## src/rtl/vcve2_dmem_pkg.sv

```systemverilog
// Shared types and helpers for the vector/LSU data-memory arbiter.
//   vcve2_dmem_req_t  : per-requester request fields muxed onto the memory port
//   vcve2_dmem_rsp_t  : memory response fields broadcast back to requesters
//   lock_state_e      : bus-lock state of the arbiter
//   VCVE2_DMEM_IDX_W  : width of a requester index, never less than 1
package vcve2_dmem_pkg;

  typedef struct packed {
    logic        we;
    logic [3:0]  be;
    logic [31:0] addr;
    logic [31:0] wdata;
  } vcve2_dmem_req_t;

  typedef struct packed {
    logic [31:0] rdata;
    logic        err;
  } vcve2_dmem_rsp_t;

  typedef enum logic {
    StUnlocked,
    StLocked
  } lock_state_e;

  function automatic int unsigned VCVE2_DMEM_IDX_W(int unsigned n);
    return (n > 2) ? int'($clog2(n)) : 1;
  endfunction

endpackage

```

## src/rtl/vcve2_dmem_resp_fifo.sv

```systemverilog
// In-order ownership FIFO: records which requester owns each outstanding memory transaction.
//   clk_i, rst_i : clock, asynchronous active-high reset (empties the FIFO)
//   push_i/data_i: enqueue an owner index (ignored when full)
//   pop_i        : dequeue the head (ignored when empty)
//   head_o       : owner of the oldest outstanding transaction
//   full_o, empty_o, count_o : occupancy status
module vcve2_dmem_resp_fifo #(
  parameter int unsigned Depth = 2,
  parameter int unsigned Width = 2
) (
  input  logic                       clk_i,
  input  logic                       rst_i,
  input  logic                       push_i,
  input  logic [Width-1:0]           data_i,
  input  logic                       pop_i,
  output logic [Width-1:0]           head_o,
  output logic                       full_o,
  output logic                       empty_o,
  output logic [$clog2(Depth+1)-1:0] count_o
);

  localparam int unsigned PtrW = (Depth > 1) ? $clog2(Depth) : 1;
  localparam int unsigned CntW = $clog2(Depth + 1);

  logic [Width-1:0] mem_q [Depth];
  logic [PtrW-1:0]  wr_ptr_q, wr_ptr_d, rd_ptr_q, rd_ptr_d;
  logic [CntW-1:0]  cnt_q, cnt_d;
  logic             push_ok, pop_ok;

  assign full_o  = (cnt_q == CntW'(Depth));
  assign empty_o = (cnt_q == '0);
  assign count_o = cnt_q;
  assign head_o  = mem_q[rd_ptr_q];

  assign push_ok = push_i && !full_o;
  assign pop_ok  = pop_i && !empty_o;

  always_comb begin
    wr_ptr_d = wr_ptr_q;
    rd_ptr_d = rd_ptr_q;
    cnt_d    = cnt_q;
    if (push_ok) wr_ptr_d = (wr_ptr_q == PtrW'(Depth - 1)) ? '0 : wr_ptr_q + 1'b1;
    if (pop_ok)  rd_ptr_d = (rd_ptr_q == PtrW'(Depth - 1)) ? '0 : rd_ptr_q + 1'b1;
    unique case ({push_ok, pop_ok})
      2'b10:   cnt_d = cnt_q + 1'b1;
      2'b01:   cnt_d = cnt_q - 1'b1;
      default: cnt_d = cnt_q;
    endcase
  end

  always_ff @(posedge clk_i or posedge rst_i) begin
    if (rst_i) begin
      wr_ptr_q <= '0;
      rd_ptr_q <= '0;
      cnt_q    <= '0;
    end else begin
      wr_ptr_q <= wr_ptr_d;
      rd_ptr_q <= rd_ptr_d;
      cnt_q    <= cnt_d;
    end
  end

  // Storage needs no reset: entries are only read while counted as valid.
  always_ff @(posedge clk_i) begin
    if (push_ok) mem_q[wr_ptr_q] <= data_i;
  end

endmodule

```

## src/rtl/vcve2_dmem_arbiter.sv

```systemverilog
// Arbitrates NumReq OBI-style requesters (VRF load/store FSMs, scalar LSU at NumReq-1) onto one
// data-memory port with up to MaxOutstanding pipelined transactions, in-order response routing,
// bus locking and a sticky winner while a request waits for its grant.
//   req_*   : requester side (grant/rvalid/err one-hot or zero, rdata broadcast)
//   data_*  : memory side
//   spurious_o    : sticky, set by an rvalid with nothing outstanding
//   outstanding_o : current ownership-FIFO occupancy
// Build option: define VCVE2_DMEM_ARB_RR_EN for round-robin; otherwise lowest index wins.
module vcve2_dmem_arbiter
  import vcve2_dmem_pkg::*;
#(
  parameter int unsigned NumReq         = 3,
  parameter int unsigned MaxOutstanding = 2
) (
  input  logic                                clk_i,
  input  logic                                rst_i,
  input  logic [NumReq-1:0]                   req_req_i,
  output logic [NumReq-1:0]                   req_gnt_o,
  output logic [NumReq-1:0]                   req_rvalid_o,
  input  logic [NumReq-1:0]                   req_we_i,
  input  logic [NumReq*4-1:0]                 req_be_i,
  input  logic [NumReq*32-1:0]                req_addr_i,
  input  logic [NumReq*32-1:0]                req_wdata_i,
  output logic [NumReq*32-1:0]                req_rdata_o,
  output logic [NumReq-1:0]                   req_err_o,
  input  logic [NumReq-1:0]                   req_lock_i,
  output logic                                data_req_o,
  output logic                                data_we_o,
  output logic [3:0]                          data_be_o,
  output logic [31:0]                         data_addr_o,
  output logic [31:0]                         data_wdata_o,
  input  logic                                data_gnt_i,
  input  logic                                data_rvalid_i,
  input  logic                                data_err_i,
  input  logic [31:0]                         data_rdata_i,
  output logic                                spurious_o,
  output logic [$clog2(MaxOutstanding+1)-1:0] outstanding_o
);

  localparam int unsigned IdxW = VCVE2_DMEM_IDX_W(NumReq);

  vcve2_dmem_req_t req_fields [NumReq];
  vcve2_dmem_req_t win_fields;
  vcve2_dmem_rsp_t rsp;

  lock_state_e     lock_q, lock_d;
  logic [IdxW-1:0] owner_q, owner_d;
  logic            sticky_q, sticky_d;
  logic [IdxW-1:0] sticky_idx_q, sticky_idx_d;
  logic            spurious_q;
`ifdef VCVE2_DMEM_ARB_RR_EN
  logic [IdxW-1:0] rr_q, rr_d;
`endif

  logic              lock_held;
  logic [NumReq-1:0] elig;
  logic              search_valid, win_valid;
  logic [IdxW-1:0]   search_idx, win_idx, head_idx;
  int unsigned       cand;
  logic              fifo_full, fifo_empty, handshake, pop;

  always_comb begin
    for (int unsigned i = 0; i < NumReq; i++) begin
      req_fields[i] = '{we:    req_we_i[i],
                        be:    req_be_i[i*4 +: 4],
                        addr:  req_addr_i[i*32 +: 32],
                        wdata: req_wdata_i[i*32 +: 32]};
    end
  end

  // An owner releasing its lock in this cycle already opens arbitration in this cycle.
  assign lock_held = (lock_q == StLocked) && req_lock_i[owner_q];

  always_comb begin
    for (int unsigned i = 0; i < NumReq; i++) begin
      elig[i] = req_req_i[i] && (!lock_held || owner_q == IdxW'(i));
    end
  end

  always_comb begin
    search_valid = 1'b0;
    search_idx   = '0;
    cand         = 0;
    for (int unsigned k = 0; k < NumReq; k++) begin
`ifdef VCVE2_DMEM_ARB_RR_EN
      cand = (32'(rr_q) + k) % NumReq;
`else
      cand = k;
`endif
      if (!search_valid && elig[cand]) begin
        search_valid = 1'b1;
        search_idx   = IdxW'(cand);
      end
    end
  end

  // A request left waiting on data_gnt_i keeps its slot until the handshake.
  assign win_idx    = sticky_q ? sticky_idx_q : search_idx;
  assign win_valid  = sticky_q ? req_req_i[sticky_idx_q] : search_valid;
  assign win_fields = req_fields[win_idx];

  assign data_req_o   = win_valid && !fifo_full && !rst_i;
  assign data_we_o    = win_fields.we;
  assign data_be_o    = win_fields.be;
  assign data_addr_o  = win_fields.addr;
  assign data_wdata_o = win_fields.wdata;

  assign handshake = data_req_o && data_gnt_i;
  assign pop       = data_rvalid_i && !fifo_empty;
  assign rsp       = '{rdata: data_rdata_i, err: data_err_i};

  always_comb begin
    req_gnt_o    = '0;
    req_rvalid_o = '0;
    req_err_o    = '0;
    if (handshake) req_gnt_o[win_idx] = 1'b1;
    if (pop) begin
      req_rvalid_o[head_idx] = 1'b1;
      req_err_o[head_idx]    = rsp.err;
    end
  end

  assign req_rdata_o = {NumReq{rsp.rdata}};
  assign spurious_o  = spurious_q;

  always_comb begin
    lock_d       = lock_held ? StLocked : StUnlocked;
    owner_d      = owner_q;
    sticky_d     = data_req_o && !data_gnt_i;
    sticky_idx_d = win_idx;
    if (handshake && req_lock_i[win_idx]) begin
      lock_d  = StLocked;
      owner_d = win_idx;
    end
`ifdef VCVE2_DMEM_ARB_RR_EN
    rr_d = rr_q;
    if (handshake) rr_d = (win_idx == IdxW'(NumReq - 1)) ? '0 : win_idx + 1'b1;
`endif
  end

  always_ff @(posedge clk_i or posedge rst_i) begin
    if (rst_i) begin
      lock_q       <= StUnlocked;
      owner_q      <= '0;
      sticky_q     <= 1'b0;
      sticky_idx_q <= '0;
      spurious_q   <= 1'b0;
`ifdef VCVE2_DMEM_ARB_RR_EN
      rr_q         <= '0;
`endif
    end else begin
      lock_q       <= lock_d;
      owner_q      <= owner_d;
      sticky_q     <= sticky_d;
      sticky_idx_q <= sticky_idx_d;
      spurious_q   <= spurious_q | (data_rvalid_i && fifo_empty);
`ifdef VCVE2_DMEM_ARB_RR_EN
      rr_q         <= rr_d;
`endif
    end
  end

  vcve2_dmem_resp_fifo #(
    .Depth (MaxOutstanding),
    .Width (IdxW)
  ) u_resp_fifo (
    .clk_i   (clk_i),
    .rst_i   (rst_i),
    .push_i  (handshake),
    .data_i  (win_idx),
    .pop_i   (pop),
    .head_o  (head_idx),
    .full_o  (fifo_full),
    .empty_o (fifo_empty),
    .count_o (outstanding_o)
  );

endmodule

```

## config.mk

```make
export PLATFORM = sky130hd
export DESIGN_NAME = vcve2_dmem_arbiter
export DESIGN_NICKNAME = d
export VERILOG_FILES = /design/src/rtl/vcve2_dmem_pkg.sv /design/src/rtl/vcve2_dmem_resp_fifo.sv /design/src/rtl/vcve2_dmem_arbiter.sv
export SDC_FILE = /design/constraint.sdc
export NUM_CORES = 1
export LEC_CHECK = 0
export CAP_MARGIN = 25
export CORE_AREA = 2 2 168 170
export DETAILED_ROUTE_END_ITERATION = 10
export DIE_AREA = 0 0 170 172
export GPL_TIMING_DRIVEN = 0
export PLACE_DENSITY = 0.43
export REMOVE_ABC_BUFFERS = 1
export SLEW_MARGIN = 10
export SYNTH_ARGS = -nofsm -noshare
export SYNTH_HDL_FRONTEND = slang
export SYNTH_HIERARCHICAL = 1
export SYNTH_SLANG_ARGS = --single-unit
```

## constraint.sdc

```tcl
create_clock -name clk_i -period 1.96 [get_ports clk_i]
set_input_delay 0.392 -clock clk_i [delete_from_list [all_inputs] [get_ports clk_i]]
set_output_delay 0.392 -clock clk_i [all_outputs]
set_load 0.1 [all_outputs]
```

Word-level counts from Yosys, hierarchy flattened:

Memories as Yosys holds them, arrays and structs flattened.
Index checks and enable logic that the tools add are counted.

* $add $sub $neg: 4
* order comparisons: 7
* eq/ne operators: 5
* muxes and demuxes: 30
* bitwise operators: 3
* reduce and logical (&&, ||, !) cells: 30

Operators by type and width (number)
* $bmux 69 s2: 1
* $mux 69: 2
* $logic_and 1x1->1: 17
* $mux 1: 16
* $lt 2x3->1 const B: 4
* $mux 3: 3
* $logic_not 1->1: 7
* $bmux 1 s2: 3
* $eq 2x2->1 const B: 3
* $demux 1 s2: 2
* $eq 2x1->1 const B: 2
* $ge 2x1->1 const B: 2
* $logic_not 2->1: 2
* $mux 2: 2
* $pmux 2 s2: 1
* $and 3x3->3: 1
* $ge 3x3->1 const B: 1
* $logic_or 1x1->1: 3
* $not 2->3: 1
* $add 1x1->1 const B: 2
* $add 2x1->2 const B: 1
* $reduce_bool 2->1: 1
* $sub 2x1->2 const B: 1
* $or 1x1->1: 1

* register bits after elaboration: 11
* bits in writable memories: 4
* input bits: 250
* output and inout port bits: 178
* word-level logic and storage cells: 88
* memories: 1

Memory list
* u_resp_fifo.mem_q: words 2, width 2, read ports 1, clocked after Yosys merged registers in 0, wr ports 1, line vcve2_dmem_resp_fifo.sv:25 `logic [Width-1:0] mem_q [Depth];`

Longest topological paths before layout:

* depth after elaboration: 20
* gate-level depth with buffers: 11
* gate-level depth less buffers: 11

Cells and area by module:

Netlist, hierarchy kept.

By module, submodules not included
* vcve2_dmem_arbiter: instances 1, cells an instance 383, area each 2713.9 µm², seq. area each 175.2 µm²
* vcve2_dmem_resp_fifo: instances 1, cells an instance 25, area each 342.8 µm², seq. area each 220.2 µm²

Worst setup path before layout:

OpenSTA, ideal clock, no wires.

* kind: flip-flop to output port
* start point: reg u_resp_fifo.cnt_q[0], in the netlist u_resp_fifo/count_o[0]
* end point: out req_gnt_o[2]
* arrival time: 4.718 ns
* required time: 1.568 ns
* path slack: -3.150 ns
* stages on the path, launching flop included: 9
* path buffers: 0
* cell sequence: dfrtp_1 -> nand2b_1 -> inv_1 -> or2_2 -> a311oi_2 -> nand2_1 -> inv_1 -> nand3_1 -> nor2b_1

* word-level cells in the longest chain between the ends: 6

Ends and longest elaborated chain
* start: declaration: line vcve2_dmem_resp_fifo.sv:27 `logic [CntW-1:0] cnt_q, cnt_d;`
* start signal: assignment: line vcve2_dmem_resp_fifo.sv:59 `cnt_q <= cnt_d;`
* $eq 2x2->1: line vcve2_dmem_resp_fifo.sv:30 `assign full_o = (cnt_q == CntW'(Depth));`
* via fifo_full: line vcve2_dmem_arbiter.sv:60 `logic fifo_full, fifo_empty, handshake, pop;`
* $logic_not 1->1: line vcve2_dmem_arbiter.sv:102 `assign data_req_o = win_valid && !fifo_full && !rst_i;`
* $logic_and 1x1->1 (2 in series): line vcve2_dmem_arbiter.sv:102
* via data_req_o: line vcve2_dmem_arbiter.sv:27 `output logic data_req_o,`
* $logic_and 1x1->1: line vcve2_dmem_arbiter.sv:108 `assign handshake = data_req_o && data_gnt_i;`
* via handshake: line vcve2_dmem_arbiter.sv:60
* $mux 3: line vcve2_dmem_arbiter.sv:116 `if (handshake) req_gnt_o[win_idx] = 1'b1;`
* end: declaration: line vcve2_dmem_arbiter.sv:18 `output logic [NumReq-1:0] req_gnt_o,`

The timed path passes the listed nets, and every way through them passes these cells.

Worst setup path in the final report:

* start point: reg owner_q[1]
* end point: out data_wdata_o[19]

* word-level cells in the longest chain between the ends: 18
* elaborated cells on any way between the ends: 26
* those cells by class: 2 x eq/ne; 10 x mux; 1 x bitwise; 13 x reduce/logical

Ends and longest elaborated chain
* start: declaration: line vcve2_dmem_arbiter.sv:47 `logic [IdxW-1:0] owner_q, owner_d;`
* start signal: assignment: line vcve2_dmem_arbiter.sv:153 `owner_q <= owner_d;`
* $bmux 1 s2: line vcve2_dmem_arbiter.sv:72 `assign lock_held = (lock_q == StLocked) && req_lock_i[owner_q];`
* $mux 1 (implied by the code): line vcve2_dmem_arbiter.sv:72
* $logic_and 1x1->1: line vcve2_dmem_arbiter.sv:72
* $logic_not 1->1: line vcve2_dmem_arbiter.sv:76 `elig[i] = req_req_i[i] && (!lock_held || owner_q == IdxW'(i));`
* $logic_or 1x1->1: line vcve2_dmem_arbiter.sv:76
* $logic_and 1x1->1: line vcve2_dmem_arbiter.sv:76
* $mux 1: line vcve2_dmem_arbiter.sv:90 `if (!search_valid && elig[cand]) begin`
* $logic_not 1->1: line vcve2_dmem_arbiter.sv:90
* $logic_and 1x1->1: line vcve2_dmem_arbiter.sv:90
* $mux 1: line vcve2_dmem_arbiter.sv:90
* $logic_not 1->1: line vcve2_dmem_arbiter.sv:90
* $logic_and 1x1->1: line vcve2_dmem_arbiter.sv:90
* $mux 2 *: line vcve2_dmem_arbiter.sv:90
* $mux 2 *: line vcve2_dmem_arbiter.sv:98 `assign win_idx = sticky_q ? sticky_idx_q : search_idx;`
* $not 2->3 (implied by the code) *: line vcve2_dmem_arbiter.sv:100 `assign win_fields = req_fields[win_idx];`
* $bmux 69 s2 *: line vcve2_dmem_arbiter.sv:100
* $mux 69 (implied by the code) * (2 in series): line vcve2_dmem_arbiter.sv:100
* end: declaration: line vcve2_dmem_arbiter.sv:31 `output logic [31:0] data_wdata_o,`

Every way passes the cells marked *; elsewhere a longest branch is shown, timed or not. The select of a mux whose other input is x is not followed.

==> results.md <==
* Diodes inserted at 0
* Post-route minimum period at 2880 ps
* Top-count cell post-synth: buf_4
* Crit path max-delay family: multiplexers
* Share of layout cells above drive strength 1 at 28.2%
* Warnings from Yosys at 6
* Crit path cell chain: mux2i_2, o21ai_2, and3b_2, mux2_8, buf_4, clkbuf_16, mux2i_1, o21ai_1, buf_6
* Layout Area Growth over Synthesis at 125%
* Worst setup margin at -918 ps
* Min Hold Slack at 213 ps
* Num CTS Buffers at 3
* I/O Buffers at 299
* Worst slew pin tran at 954 ps
* DPL Wire Length at 13500 um
* Pin count of the biggest net entering global routing at 43
* Worst-skew pair later-pin latency at 250 ps
* Hold Crit Class: in -> async
* Vias in the first global route at 3822
* CP endpoint kind: output port
* CTS Hold Bufs at 0
* Antenna-violating nets left at 0
* Worst endpoint required time at 1570 ps
* Worst Skew at 5.02 ps
* Global route total overflow at 0
* Cell area power density at 1020 mW/mm2
* Row cnt at 61
* Top cells by area, synth: mux2i_1 (24%), buf_4 (24%), o21ai_0 (12%), nand2_1 (9.3%), dfrtp_1 (9.0%)
* Via count at 3798
* Slowest CP cell: dfrtp_2
* Filler Cells Inserted at 2995
* Vias per cell at 3.86
* Initial Util at 11.1%
* Area of the multi-input gates at 0.00201 mm2
* Slew Limit Fails at 0
* Highest ir drop seen on vdd at 0.507 mV
* Dpl ws at -2470 ps
* Clock Tree Buf Depth at 2
* CP Class: reg -> out
* Post-synth top area cell: mux2i_1
* Commonest cells post-synth: buf_4 (96), nand2_1 (76), mux2i_1 (72), o21ai_0 (71), clkbuf_1 (14)
* Synth Register Bits at 15
* Worst EP arrival at 2490 ps
* Routed WL per cell at 20.2 um
* GRT Total Usage at 12.1%
* RSZ-0062 raised after global routing: yes
* Clock Pin Slew Worst Setup and Hold Paths at 50 ps
* Final hold viol count at 0
* NumNets Final at 891
* Chip height at 172 um
* Top cell type's share of synthesized area at 23.6%
* Fraction of registers with async set/reset at 73.3%
* RePlAce Congestion at 0.674
* FF+latch area at 403 um2
* Initial DRC Count at 119
* Max-cap violation count at 0
* Crit Path Max Fanout at 8
* Cell variety after synth at 37
* Die area at 0.0292 mm2
* Syn Inst Count at 408
* Primary FF master, synth: dfrtp_1
* Failing checks: negative setup slack
* DRC at 0
* DR pass1 iterations at 4
* Seq/Total Area, Yosys at 12.9%
* Number of synthesized flops with an enable pin at 4
* Die width at 170 um
* Initial antenna violation count at 0
* Cell area after synthesis at 0.00306 mm2
* Fin crit share at 147%
* Count of final setup violators at 82
* Highest clock rate at 347 MHz
* Leak at 0.00259 uW
* CORE AREA at 0.0275 mm2
* Status: finished with violations
* CTS tree: done
* Slew HR at 36.6%
* Worst setup SP type: flip-flop
* Root Driver: clkbuf_16
* CTS Sinks at 15
* H-tree levels at 1
* IO Count at 428
* Post-synthesis area per instance at 7.49 um2
* Global-route wire length before repair at 25700 um
* WP buf/inv at 3
* Overall routed net length at 19900 um
* Max incr delay on CP at 400 ps
-- worst reg2reg max path: cells and delay by family, from the launching register on --
| kind | cells | cell delay, ps |
|---|---|---|
| and+or+nand+nor | 2 | 380 |
| AOI/OAI and AO/OA | 2 | 280 |
| buffers and inverters | 4 | 570 |
| DFF | 1 | 400 |
| muxes | 2 | 660 |
-- path summary, 6_finish.rpt --
kind,startpoint,endpoint,slack (ps),cells after the start
worst max-delay path,owner_q[1]$_DFFE_PP0P_,data_wdata_o[19],-920,9
worst min-delay path,rst_i,u_resp_fifo/rd_ptr_q$_DFFE_PP0P_,210,2
worst max register to register,owner_q[1]$_DFFE_PP0P_,owner_q[1]$_DFFE_PP0P_,-440,10
worst min register to register,spurious_o$_DFF_PP0_,spurious_o$_DFF_PP0_,450,1
max in group asynchronous,rst_i,owner_q[1]$_DFFE_PP0P_,1440,2
min in group clk_i,spurious_o$_DFF_PP0_,spurious_o$_DFF_PP0_,450,1
-- final cells by class --
cell class	instances	share of cell area, %
clock buffers	3	1.09
well taps	346	6.30
clock inverters	1	0.0728
repair buffers	345	57.1
multi-input cells	270	29.3
inverters	5	0.273
flip-flops and latches	15	5.86
-- through the flow --
step                util [%]  cell area (um2)  power [uW]  setup TNS, ps  cells
global route            25.0             6870        7290         -72130    985
global placement        20.3             5590        5510        -418660    935
floorplan                  -             2160        4030        -265320    290
CTS                     24.1             6610        6830         -65280    973
detailed placement      20.8             5710        5500        -176780    939
finish                  25.0             6870        7010         -64230    985
-- placed cells by master, fill, tap and decap left out, types with 6 or more instances in the layout --
master           netlist  final
mux2i_1               72     69
dfrtp_2                0      6
dlygate4sd2_1          0      9
buf_16                 0      9
buf_4                 96     18
o21ai_1                1     58
clkdlybuf4s50_1        0    209
nand2_1               76     73
buf_12                 0     22
buf_6                  0     71
o21ai_2                1      9
-- state kept, by name (all words and copies together) (netlist names) --
| register | count |
|---|---|
| u_resp_fifo/mem_q | 4 |
| lock_q | 1 |
| u_resp_fifo/rd_ptr_q | 1 |
| sticky_idx_q | 2 |
| owner_q | 2 |
| u_resp_fifo/count_o | 2 |
| u_resp_fifo/wr_ptr_q | 1 |
| sticky_q | 1 |
| spurious_o | 1 |
-- where the power goes --
group	internal (uW)	switching [uW]
Combinational	2150	3920
Sequential	422	110
Clock	273	130
Total	2840	4160
-- what timing repair did --
item | 4_1_cts | 5_1_grt
endpoints found under the setup margin | 98 | 93
gates resized for setup | 775 | 26
setup buffers | 21 | 12
pin swaps | 15 | 22
cloned | 9 | 2
-- cells by family after synthesis --
logic type	synth area share, %
compound gates	14.3
xor+xnor	1.43
fa+ha+maj	0.409
buf+inv	29.8
flops	12.9
mux	25.1
simple gates	16.0
-- metal layers --
| metal | global-route usage (%) | routed length, um | part of all wire [%] | vias to the layer above |
|---|---|---|---|---|
| met4 | 0.743 | 89 | 0.45 | 4 |
| met1 | 15.2 | 8390 | 42 | 1738 |
| met2 | 18.3 | 8760 | 44 | 278 |
| met3 | 6.89 | 2510 | 13 | 15 |
| met5 | 4.70 | 126 | 0.63 | - |
| li1 | - | - | - | 1763 |
Power figures use the tool's default switching activity.
